`config.mk`:
```
export PLATFORM = sky130hd
export DESIGN_NAME = pipe_hazard_scoreboard
export DESIGN_NICKNAME = d
export VERILOG_FILES = /design/src/rtl/pipe_hazard_scoreboard.sv
export SDC_FILE = /design/constraint.sdc
export NUM_CORES = 1
export LEC_CHECK = 0
export BUFFER_PORTS_ARGS = -buffer_cell sky130_fd_sc_hd__buf_4
export CAP_MARGIN = 40
export CORE_ASPECT_RATIO = 0.9
export CORE_UTILIZATION = 30
export CTS_CLUSTER_SIZE = 16
export DETAILED_ROUTE_END_ITERATION = 12
export SKIP_CTS_REPAIR_TIMING = 1
export SYNTH_ARGS = -nofsm -noshare
export SYNTH_HDL_FRONTEND = slang
export SYNTH_SLANG_ARGS = --single-unit
```
`constraint.sdc`:
```
create_clock -name clk -period 3.5 [get_ports clk]
set_input_delay 0.35 -clock clk [delete_from_list [all_inputs] [get_ports clk]]
set_output_delay 0.35 -clock clk [all_outputs]
set_load 0.02 [all_outputs]
```
`src/rtl/pipe_hazard_scoreboard.sv`:
```
// Hazard/forwarding controller for the in-order pipeline.
// A DEPTH-slot shift scoreboard (slot1=EX .. slotDEPTH=WB) tracks every
// in-flight instruction past ID. From it the block derives the ID stall,
// the EX operand forward selects, flush kills, and a saturating stall count.
module pipe_hazard_scoreboard #(
    parameter int unsigned DEPTH       = 3,
    parameter int unsigned REG_W       = 5,
    parameter int unsigned ALU_LAT     = 1,
    parameter int unsigned LOAD_LAT    = 2,
    parameter int unsigned FLUSH_SLOTS = 1,
    parameter int unsigned CNT_W       = 16,
    localparam int unsigned FW         = $clog2(DEPTH + 1)
) (
    input  logic             clk,
    input  logic             rst,
    input  logic             id_valid,
    input  logic [REG_W-1:0] id_rs,
    input  logic [REG_W-1:0] id_rt,
    input  logic             id_use_rs,
    input  logic             id_use_rt,
    input  logic             id_wr_en,
    input  logic [REG_W-1:0] id_rd,
    input  logic             id_is_load,
    input  logic             flush,
    output logic             stall,
    output logic             pc_write,
    output logic             ifid_write,
    output logic [FW-1:0]    fwd_a,
    output logic [FW-1:0]    fwd_b,
    output logic [FW-1:0]    occupancy,
    output logic [CNT_W-1:0] stall_cnt
);

    // Producer fields are carried through every slot; consumer fields are
    // only ever read in slot1, so they are kept there alone.
    logic [DEPTH:1]   valid_q, valid_d;
    logic [DEPTH:1]   wr_q, wr_d;
    logic [DEPTH:1]   ld_q, ld_d;
    logic [REG_W-1:0] rd_q [1:DEPTH];
    logic [REG_W-1:0] rd_d [1:DEPTH];
    logic [REG_W-1:0] c_rs_q, c_rs_d, c_rt_q, c_rt_d;
    logic             c_urs_q, c_urs_d, c_urt_q, c_urt_d;
    logic [CNT_W-1:0] cnt_q, cnt_d;

    logic             raw_stall;
    logic             found;
    logic [REG_W-1:0] id_src [0:1];
    logic             id_use [0:1];
    logic [REG_W-1:0] c_src  [0:1];
    logic             c_use  [0:1];
    logic [FW-1:0]    fsel   [0:1];

    assign id_src[0] = id_rs;
    assign id_src[1] = id_rt;
    assign id_use[0] = id_use_rs;
    assign id_use[1] = id_use_rt;
    assign c_src[0]  = c_rs_q;
    assign c_src[1]  = c_rt_q;
    assign c_use[0]  = c_urs_q;
    assign c_use[1]  = c_urt_q;

    // ID stall: the youngest producer of an ID source is not yet forwardable
    // by the time the consumer reaches EX. A producer in the last slot writes
    // the RF this cycle and is always safe.
    always_comb begin
        raw_stall = 1'b0;
        found     = 1'b0;
        for (int unsigned s = 0; s < 2; s++) begin
            found = 1'b0;
            for (int unsigned k = 1; k <= DEPTH; k++) begin
                if (!found && id_valid && id_use[s] && id_src[s] != '0 &&
                    valid_q[k] && wr_q[k] && rd_q[k] == id_src[s]) begin
                    found = 1'b1;
                    if (k < DEPTH && k + 1 <= (ld_q[k] ? LOAD_LAT : ALU_LAT))
                        raw_stall = 1'b1;
                end
            end
        end
    end

    // EX forward selects: youngest matching producer among slots 2..DEPTH,
    // used only if its result is ready, otherwise the RF value.
    always_comb begin
        for (int unsigned s = 0; s < 2; s++) begin
            fsel[s] = '0;
            for (int unsigned k = DEPTH; k >= 2; k--) begin
                if (valid_q[1] && c_use[s] && c_src[s] != '0 &&
                    valid_q[k] && wr_q[k] && rd_q[k] == c_src[s])
                    fsel[s] = (k > (ld_q[k] ? LOAD_LAT : ALU_LAT)) ? FW'(k) : '0;
            end
        end
    end

    // Control outputs and occupancy count.
    always_comb begin
        stall      = raw_stall & ~flush;
        pc_write   = ~stall;
        ifid_write = ~stall;
        fwd_a      = fsel[0];
        fwd_b      = fsel[1];
        stall_cnt  = cnt_q;
        occupancy  = '0;
        for (int unsigned k = 1; k <= DEPTH; k++)
            occupancy = occupancy + FW'(valid_q[k]);
    end

    // Next scoreboard: shift one slot, load ID or a bubble into slot1, and
    // turn the slots that flush kills into bubbles.
    always_comb begin
        valid_d = '0;
        wr_d    = '0;
        ld_d    = '0;
        rd_d    = '{default: '0};
        c_rs_d  = id_rs;
        c_rt_d  = id_rt;
        c_urs_d = id_use_rs;
        c_urt_d = id_use_rt;
        for (int unsigned k = 2; k <= DEPTH; k++) begin
            valid_d[k] = valid_q[k-1];
            wr_d[k]    = wr_q[k-1];
            ld_d[k]    = ld_q[k-1];
            rd_d[k]    = rd_q[k-1];
        end
        valid_d[1] = id_valid & ~stall & ~flush;
        wr_d[1]    = id_wr_en;
        ld_d[1]    = id_is_load;
        rd_d[1]    = id_rd;
        if (flush) begin
            for (int unsigned k = 2; k <= DEPTH; k++)
                if (k <= FLUSH_SLOTS + 1)
                    valid_d[k] = 1'b0;
        end
        cnt_d = (stall && cnt_q != '1) ? cnt_q + 1'b1 : cnt_q;
    end

    // State registers; reset dominates flush and stall.
    always_ff @(posedge clk) begin
        if (rst) begin
            valid_q <= '0;
            wr_q    <= '0;
            ld_q    <= '0;
            rd_q    <= '{default: '0};
            c_rs_q  <= '0;
            c_rt_q  <= '0;
            c_urs_q <= 1'b0;
            c_urt_q <= 1'b0;
            cnt_q   <= '0;
        end else begin
            valid_q <= valid_d;
            wr_q    <= wr_d;
            ld_q    <= ld_d;
            rd_q    <= rd_d;
            c_rs_q  <= c_rs_d;
            c_rt_q  <= c_rt_d;
            c_urs_q <= c_urs_d;
            c_urt_q <= c_urt_d;
            cnt_q   <= cnt_d;
        end
    end

endmodule
```
-- Word level (Yosys, flattened, before mapping)
Cells that the tools add are included.
- add/subtract/negate cells: 3
- magnitude comparators: 4
- reduce and logical (&&, ||, !) cells: 46
- equality and inequality tests: 9
- multiplexer cells: 19
- bitwise logic cells: 5
- operator list (cell ; count):
    5-bit equality test ; 8
    1-bit logical AND ; 39
    2-bit by 32-bit less-or-equal comparator with 1-bit output (first input constant) ; 1
    5-bit nonzero test ; 4
    2-bit 2-to-1 mux ; 9
    16-bit by 1-bit adder with 16-bit output (second input constant) ; 1
    16-bit != test (second input constant) ; 1
    1-bit 2-to-1 mux ; 10
    2-bit greater-than comparator (first input constant) ; 2
    1-bit AND ; 3
    1-bit by 1-bit adder with 2-bit output ; 1
    2-bit by 1-bit adder with 2-bit output ; 1
    2-bit less-or-equal comparator (first input constant) ; 1
    1-bit logical NOT ; 2
    1-bit inverter ; 2
    2-bit OR reduction ; 1
- bits in registers: 52
- word-level logic and storage cells: 98
- input bits: 23
- output and inout bits: 25

-- Longest topological paths before layout
Gate-level depths: netlist (run 1).
- depth in word-level cells: 22
- mapped depth: 8
- gate-level depth less buffers: 6

-- Least setup slack after synthesis (run 1)
No wires, ideal clock.
- path kind: input port to output port
- from: in id_rs[1]
- to: out pc_write
- path slack: 1351 ps
- data required time: 3150 ps
- path buffers: 3
- data arrival time: 1799 ps
- stages: 7
- cell sequence: nor4_1 o21ai_0 and2_1 a32oi_1 clkbuf_1 buf_2 buf_4
- word-level cells in the longest chain between the ends: 20
- elaborated cells on any way between the ends: 24
- those cells by class: eq/ne: 2; mux: 8; bitwise: 2; reduce/logical: 12
- RTL lines (element ; RTL line ; source):
    start, declared ; 17 ; input logic [REG_W-1:0] id_rs,
    5-bit nonzero test ; - ;
    1-bit logical AND (2 in series) ; 71 ; if (!found && id_valid && id_use[s] && id_src[s] != '0 &&
    1-bit logical AND (2 in series) ; 72 ; valid_q[k] && wr_q[k] && rd_q[k] == id_src[s]) begin
    1-bit 2-to-1 mux ; 71 ;
    1-bit logical NOT ; 71 ;
    1-bit logical AND (4 in series) ; 71 ;
    1-bit logical AND (2 in series) ; 72 ;
    1-bit 2-to-1 mux (*) ; 71 ;
    1-bit 2-to-1 mux ; 74 ; if (k < DEPTH && k + 1 <= (ld_q[k] ? LOAD_LAT : ALU_LAT))
    1-bit 2-to-1 mux (*) ; 71 ;
    1-bit 2-to-1 mux ; 74 ;
    1-bit 2-to-1 mux (*) ; 71 ;
    1-bit AND (*) ; 96 ; stall = raw_stall & ~flush;
    1-bit inverter (*) ; - ;
    end, declared ; 26 ; output logic pc_write,
Every way passes the cells marked *; elsewhere a longest branch is shown, timed or not.

-- Worst setup path after layout (run 1)
- from: reg c_rs_q[2]
- to: out fwd_a[1]
- word-level cells in the longest chain between the ends: 7
- elaborated cells on any way between the ends: 12
- those cells by class: eq/ne: 2; mux: 2; reduce/logical: 8
- RTL lines (element ; RTL line ; source):
    start, declared ; 41 ; logic [REG_W-1:0] c_rs_q, c_rs_d, c_rt_q, c_rt_d;
    start signal, assigned ; 153 ; c_rs_q <= c_rs_d;
    5-bit nonzero test ; 87 ; if (valid_q[1] && c_use[s] && c_src[s] != '0 &&
    1-bit logical AND (2 in series) ; 87 ;
    1-bit logical AND (2 in series) ; 88 ; valid_q[k] && wr_q[k] && rd_q[k] == c_src[s])
    2-bit 2-to-1 mux ; 87 ;
    2-bit 2-to-1 mux (*) ; 87 ;
    end, declared ; 28 ; output logic [FW-1:0] fwd_a,
Marks and branches as above.

==> results of run 1 <==
-- Yosys cell counts (3+ instances only) --
| master | count | area, sq um |
|---|---|---|
| dfxtp_1 | 51 | 1020 |
| nor2b_1 | 34 | 213 |
| xnor2_1 | 20 | 175 |
| a21oi_1 | 14 | 70.1 |
| o21ai_0 | 11 | 55.1 |
| nand2_1 | 10 | 37.5 |
| nand4_1 | 9 | 56.3 |
| or3_1 | 9 | 56.3 |
| or4_1 | 9 | 67.6 |
| xor2_1 | 8 | 70.1 |
| clkbuf_1 | 7 | 26.3 |
| nor2_1 | 7 | 26.3 |
| inv_1 | 5 | 18.8 |
| o31ai_1 | 5 | 37.5 |
| nand3_1 | 4 | 20.0 |
| nor4_1 | 4 | 25.0 |
| and2_1 | 3 | 18.8 |
| nor3_1 | 3 | 15.0 |
-- registers in the layout, indices dropped and copies added, names as in the netlist --
| signal | flops |
|---|---|
| ld_q | 2 |
| c_rs_q | 5 |
| c_urs_q | 1 |
| wr_q | 3 |
| rd_d | 10 |
| rd_q | 5 |
| c_rt_q | 5 |
| valid_q | 3 |
| c_urt_q | 1 |
| stall_cnt | 16 |
-- area by class of cell --
class                           instances  area (sq um)
Clock buffer                            5          68.8
Clock inverter                          3          26.3
Fill cell                             769          4360
Inverter                                5          18.8
Multi-Input combinational cell        171          1140
Sequential cell                        51          1020
Tap cell                               93           116
Timing Repair Buffer                   48           360
-- logic make-up after synthesis --
kind of cell	after synthesis	share of synthesized area
and+or+nand+nor	101	0.275
AOI/OAI and AO/OA	38	0.102
xor gates and xnor gates	28	0.110
buffers and inverters	15	0.0281
adders and majority gates	2	0.0146
muxes	2	0.0101
DFF	51	0.459
-- how the worst min path moves through the flow --
stage	cells after the start	to	slack, ps	from
2_1_floorplan	1	ld_q[2]$_SDFF_PP0_	440	ld_q[1]$_SDFF_PP0_
3_3_place_gp	1	wr_q[2]$_SDFF_PP0_	470	wr_q[1]$_SDFF_PP0_
3_5_place_dp	1	wr_q[3]$_SDFF_PP0_	480	wr_q[2]$_SDFF_PP0_
4_1_cts	2	rd_d[5]$_SDFF_PP0_	240	id_rd[0]
5_1_grt	2	rd_d[9]$_SDFF_PP0_	240	id_rd[4]
6_report	2	rd_d[5]$_SDFF_PP0_	250	id_rd[0]
-- stage by stage --
step | setup WS [ps] | power [uW] | utilization
after floorplan | 1350 | 673 | -
after global placement | 1260 | 709 | 0.374
after detailed placement | 1230 | 710 | 0.374
after CTS | 1120 | 1060 | 0.387
after global routing | 986 | 1100 | 0.387
final | 1130 | 1050 | 0.387
-- report_power, final --
| group | switching, uW | total, uW | internal [uW] | leakage, uW |
|---|---|---|---|---|
| registers | 18.1 | 616 | 598 | 0.000418 |
| logic | 34.1 | 80.2 | 46.1 | 0.000557 |
| clock network | 207 | 354 | 147 | 0.0000491 |
-- per-layer routing --
layer  vias to the layer above  GRT usage
met2                        22      0.202
li1                        928          -
met1                       808      0.171
met4                         0     0.0378
met5                         -          0
met3                         4     0.0301
==> results.txt, run 1 <==
Wire length on met1: 2340 microns
Net Count, Synth: 262
Worst r2r dst: stall_cnt[13]$_SDFFE_PP0P_
Clock Skew: 10.0 ps
Status: complete, no violations
Clock Tree Buf Depth: 2
Slew Limit Headroom: 0.655
TNS Setup: 0 ps
Routed wire length per instance: 12.7 microns
Synth Area per Inst: 9.38 sq um
Distinct cell type count of the synthesized netlist: 35
Critical Path End Type: output pin
RSZ-0062 raised after global routing: no
Layout cells sized above 1: 0.219
CP max FO: 3
Initial Util: 0.313
Ports: 48
Post-Layout Inst Area: 2750 sq um
DR top layer: met4
WP buf/inv: 1
Root buf cell: clkbuf_8
Seq cells post-synth: 51
Period utilisation layout: 0.678
Ant diodes: 0
DIE AREA: 7760 sq um
Core region area: 7110 sq um
Minimum clock period: 2370 ps
Ys Warns: 0
R2R cell count: 6
CP Launch Point: c_rs_q[2]$_SDFF_PP0_
Non-filler cells, final: 376
Fraction of registers with async set or reset after synthesis: 0
Worst Hold Slack: 246 ps
Router iterations before antenna repair: 4
Die height: 83.7 microns
CTS tree: yes
VDD IR-drop max: 170 uV
Routed vias/inst: 4.69
Met2 routed WL: 2220 microns
Total GRT Usage: 0.127
Syn Inst Count: 237
CP Depth: 6
Post-route ant nets: 0
CTS buffer count: 5
Crit-path most repeated cell: or4_1
Register area share after synthesis: 0.459
Final nets: 307
Worst-Margin Slew: 517 ps
Cell breakdown of the critical path: or4_1 -> o211ai_1 -> or4_1 -> and3_1 -> o21bai_1 -> buf_4
Final GP Congestion: 0.788
Final setup violation count: 0
Setup CP Type: reg2out
WL met3: 154 microns
Worst r2r src: valid_q[1]$_SDFF_PP0_
Main flop type after synthesis: dfxtp_1
Port bufs: 47
Dpl cell area: 2660 sq um
DRC: 0
Synthesis-to-layout area growth: 23.7%
Leak: 0.00102 uW
Post-synth EDFFs: 0
Hold Fails Final Rpt: 0
Grt ovf: 0
Flop-to-flop setup slack: 1270 ps
CP Data Arrival Time: 2020 ps
Initial antenna violation count: 0
Critical Path Source Type: register
Skew-Pair Late Insertion Delay: 310 ps
Iter 0 DRT Violations: 90
Worst min path class: in2reg
Most common cell after layout, fill and taps aside: dfxtp_1
Placed insts: 368
Clock transition at the registers of the reported paths: 90 ps
Worst endpoint required time: 3150 ps
DP HPWL: 3660 microns
Fmax: 0.421 GHz
First-pass GRT wire length: 7990 microns
Syn Std Cell Area: 2220 sq um
Total wire length: 4760 microns
Crit path to: fwd_a[1]
Power density over the cells: 382 nW/um^2
Slew Limit Fails: 0
CP peak stage delay: 560 ps
Largest net degree at the start of global routing: 53
Number of global-route vias before repair: 1670
Die width: 92.7 microns
CP max-delay cell: or4_1
Htree depth: 2
Crit path max-delay family: simple AND/OR/NAND/NOR gates
Most frequent cells in the layout: 51 x dfxtp_1, 48 x buf_4, 34 x nor2b_1, 20 x xnor2_1, 14 x a21oi_1
CTS sink cnt: 51
Max_cap viols: 0
Routed via count: 1762
Num rows: 29
Power figures use the tool's default switching activity.
==> run 2, diff against run 1 <==
==> constraint.sdc (replaced) <==
create_clock -name clk -period 1.95 [get_ports clk]
set_input_delay 0.195 -clock clk [delete_from_list [all_inputs] [get_ports clk]]
set_output_delay 0.195 -clock clk [all_outputs]
set_load 0.02 [all_outputs]
==> results.txt, run 2 (synthesis gave the netlist of run 1 again) <==
Worst min path class: in2reg
Final GP Congestion: 0.767 (-2.7%)
Cell internal pwr: 1690 uW (+110%)
Worst endpoint required time: 1750 ps (-1400 ps)
TNS Setup: -2010 ps (-2010 ps)
Cell breakdown of the critical path: xnor2_2 -> nand4_1 -> or4_4 -> and2_4 -> o21bai_1 -> buf_4
Root buf cell: clkbuf_8
Ant diodes: 0 (unchanged)
Worst Hold Slack: 100 ps (-146 ps)
DP HPWL: 3860 microns (+5.4%)
Port bufs: 47 (unchanged)
Router iterations before antenna repair: 4 (unchanged)
Most common cell after layout, fill and taps aside: buf_4
Clock Skew: 9.91 ps (-0.0997 ps)
CP Data Arrival Time: 2000 ps (-20 ps)
Die width: 92.7 microns (unchanged)
Most frequent cells in the layout: 70 x buf_4, 39 x dfxtp_1, 34 x nor2b_1, 17 x xnor2_1, 12 x a21oi_2
Core region area: 7110 sq um (unchanged)
Clock Tree Buf Depth: 2 (unchanged)
Initial antenna violation count: 0 (unchanged)
Routed via count: 1945 (+10%)
Post-route ant nets: 0 (unchanged)
CTS buffer count: 5 (unchanged)
CTS sink cnt: 51 (unchanged)
Iter 0 DRT Violations: 68 (-24%)
Failing checks: setup timing
Max reg flops: 16 (unchanged)
Final WS setup: -241 ps (-1370 ps)
Share of power burned in combinational logic: 0.088 (+0.012)
Fmax: 0.456 GHz
Leak: 0.00134 uW (+31%)
VDD IR-drop max: 409 uV (+140%)
Slew Limit Fails: 0 (unchanged)
Critical Path End Type: output pin
WP buf/inv: 1 (unchanged)
Clock transition at the registers of the reported paths: 100 ps (about the same)
Largest net degree at the start of global routing: 53 (unchanged)
Sw frac: 0.216 (-0.0308)
Fillers: 689 (-10%)
Period utilisation layout: 1.12
DIE AREA: 7760 sq um (unchanged)
Initial Util: 0.313 (unchanged)
Ports: 48 (unchanged)
Power density over the cells: 632 nW/um^2 (+66%)
Crit path max-delay family: simple AND/OR/NAND/NOR gates
DRC: 0 (unchanged)
CP max-delay cell: or4_4
CTS tree: yes
Number of global-route vias before repair: 1762 (+5.5%)
Setup CP Type: reg2out
Status: finished, violations left
Routed wire length per instance: 13.7 microns (+8.3%)
Minimum clock period: 2190 ps
Slew Limit Headroom: 0.603 (-0.0526)
Total GRT Usage: 0.134 (+0.00680)
Power share of the clock group: 0.400 (+0.063)
Layout cells sized above 1: 0.472 (+0.253)
Critical Path Source Type: register
Psw: 466 uW (+80%)
Die height: 83.7 microns (unchanged)
Routed vias/inst: 4.71 (+0.50%)
RSZ-0062 raised after global routing: yes
Worst-Margin Slew: 596 ps (+78.9 ps)
Final setup violation count: 18 (+18)
Grt ovf: 0 (unchanged)
CP peak stage delay: 550 ps (about the same)
Synthesis-to-layout area growth: 53.5%
Hold Fails Final Rpt: 0 (unchanged)
Max_cap viols: 0 (unchanged)
First-pass GRT wire length: 8280 microns (+3.6%)
Skew-Pair Late Insertion Delay: 300 ps (about the same)
Htree depth: 2 (unchanged)
Num rows: 29 (unchanged)
Final nets: 344 (+12%)
Total wire length: 5670 microns (+19%)
CP max FO: 3 (unchanged)
Reg power frac: 0.511 (-0.075)
==> run 2: changes by cell type in the layout (fill, tap and decap cells not counted), moves of 4 or more <==
cell / before / now
or4_4: 0 / 8
or3_4: 0 / 4
dfxtp_1: 51 / 39
or4_1: 9 / 1
a21oi_1: 14 / 2
dfxtp_2: 0 / 9
or3_1: 9 / 5
buf_6: 0 / 11
a21oi_2: 0 / 12
buf_4: 48 / 70
==> run 2: cell type report <==
class	count	area, sq um	share of cell area
Clock buffer	5	68.8	0.0202
Inverter	5	18.8	0.00550
Sequential cell	51	1040	0.306
Clock inverter	3	67.6	0.0198
Timing Repair Buffer	85	724	0.212
Tap cell	93	116	0.0341
Multi-Input combinational cell	171	1370	0.402
==> run 2: metrics by stage <==
stage,cells,area (sq um),setup slack (ps),power (uW),util
floorplan,237,2220,1.41,1210,-
global placement,392,2850,-125,1290,0.401
detailed placement,392,2850,-181,1290,0.401
CTS,400,2990,-435,2150,0.420
global route,413,3410,-323,2230,0.480
finish,413,3410,-241,2160,0.480
==> run 2: worst reg2reg max path: cells and delay by family (launching register included) <==
kind	cells	cell delay, ps
compound gates	2	310
flops	1	330
xor+xnor	1	150
buf+inv	3	420
simple gates	2	810
==> run 2: final timing paths <==
path	startpoint	endpoint	slack, ps	depth (start not counted)
hold reg to reg	wr_q[1]$_SDFF_PP0_	wr_q[2]$_SDFF_PP0_	480	1
setup reg to reg	rd_d[5]$_SDFF_PP0_	stall_cnt[13]$_SDFFE_PP0P_	-120	8
setup / recovery	rd_d[0]$_SDFF_PP0_	fwd_b[1]	-240	6
hold / removal	id_is_load	ld_q[1]$_SDFF_PP0_	100	2
==> run 2: power groups by stage <==
| stage | Sequential (uW) | Clock, uW | Combinational, uW |
|---|---|---|---|
| 2_1_floorplan | 1120 | 0 | 89.5 |
| 3_3_place_gp | 1130 | 0 | 159 |
| 3_5_place_dp | 1130 | 0 | 158 |
| 4_1_cts | 1100 | 886 | 160 |
| 5_1_grt | 1110 | 917 | 207 |
| 6_report | 1100 | 864 | 191 |
==> run 2: routing by layer <==
metal	vias to the layer above	share of wire	wire [microns]	GRT usage
li1	997	-	-	-
met1	915	0.48	2700	0.189
met2	27	0.48	2750	0.205
met3	6	0.029	167	0.0255
met4	0	0.0095	54	0.0420
met5	-	0	0	0
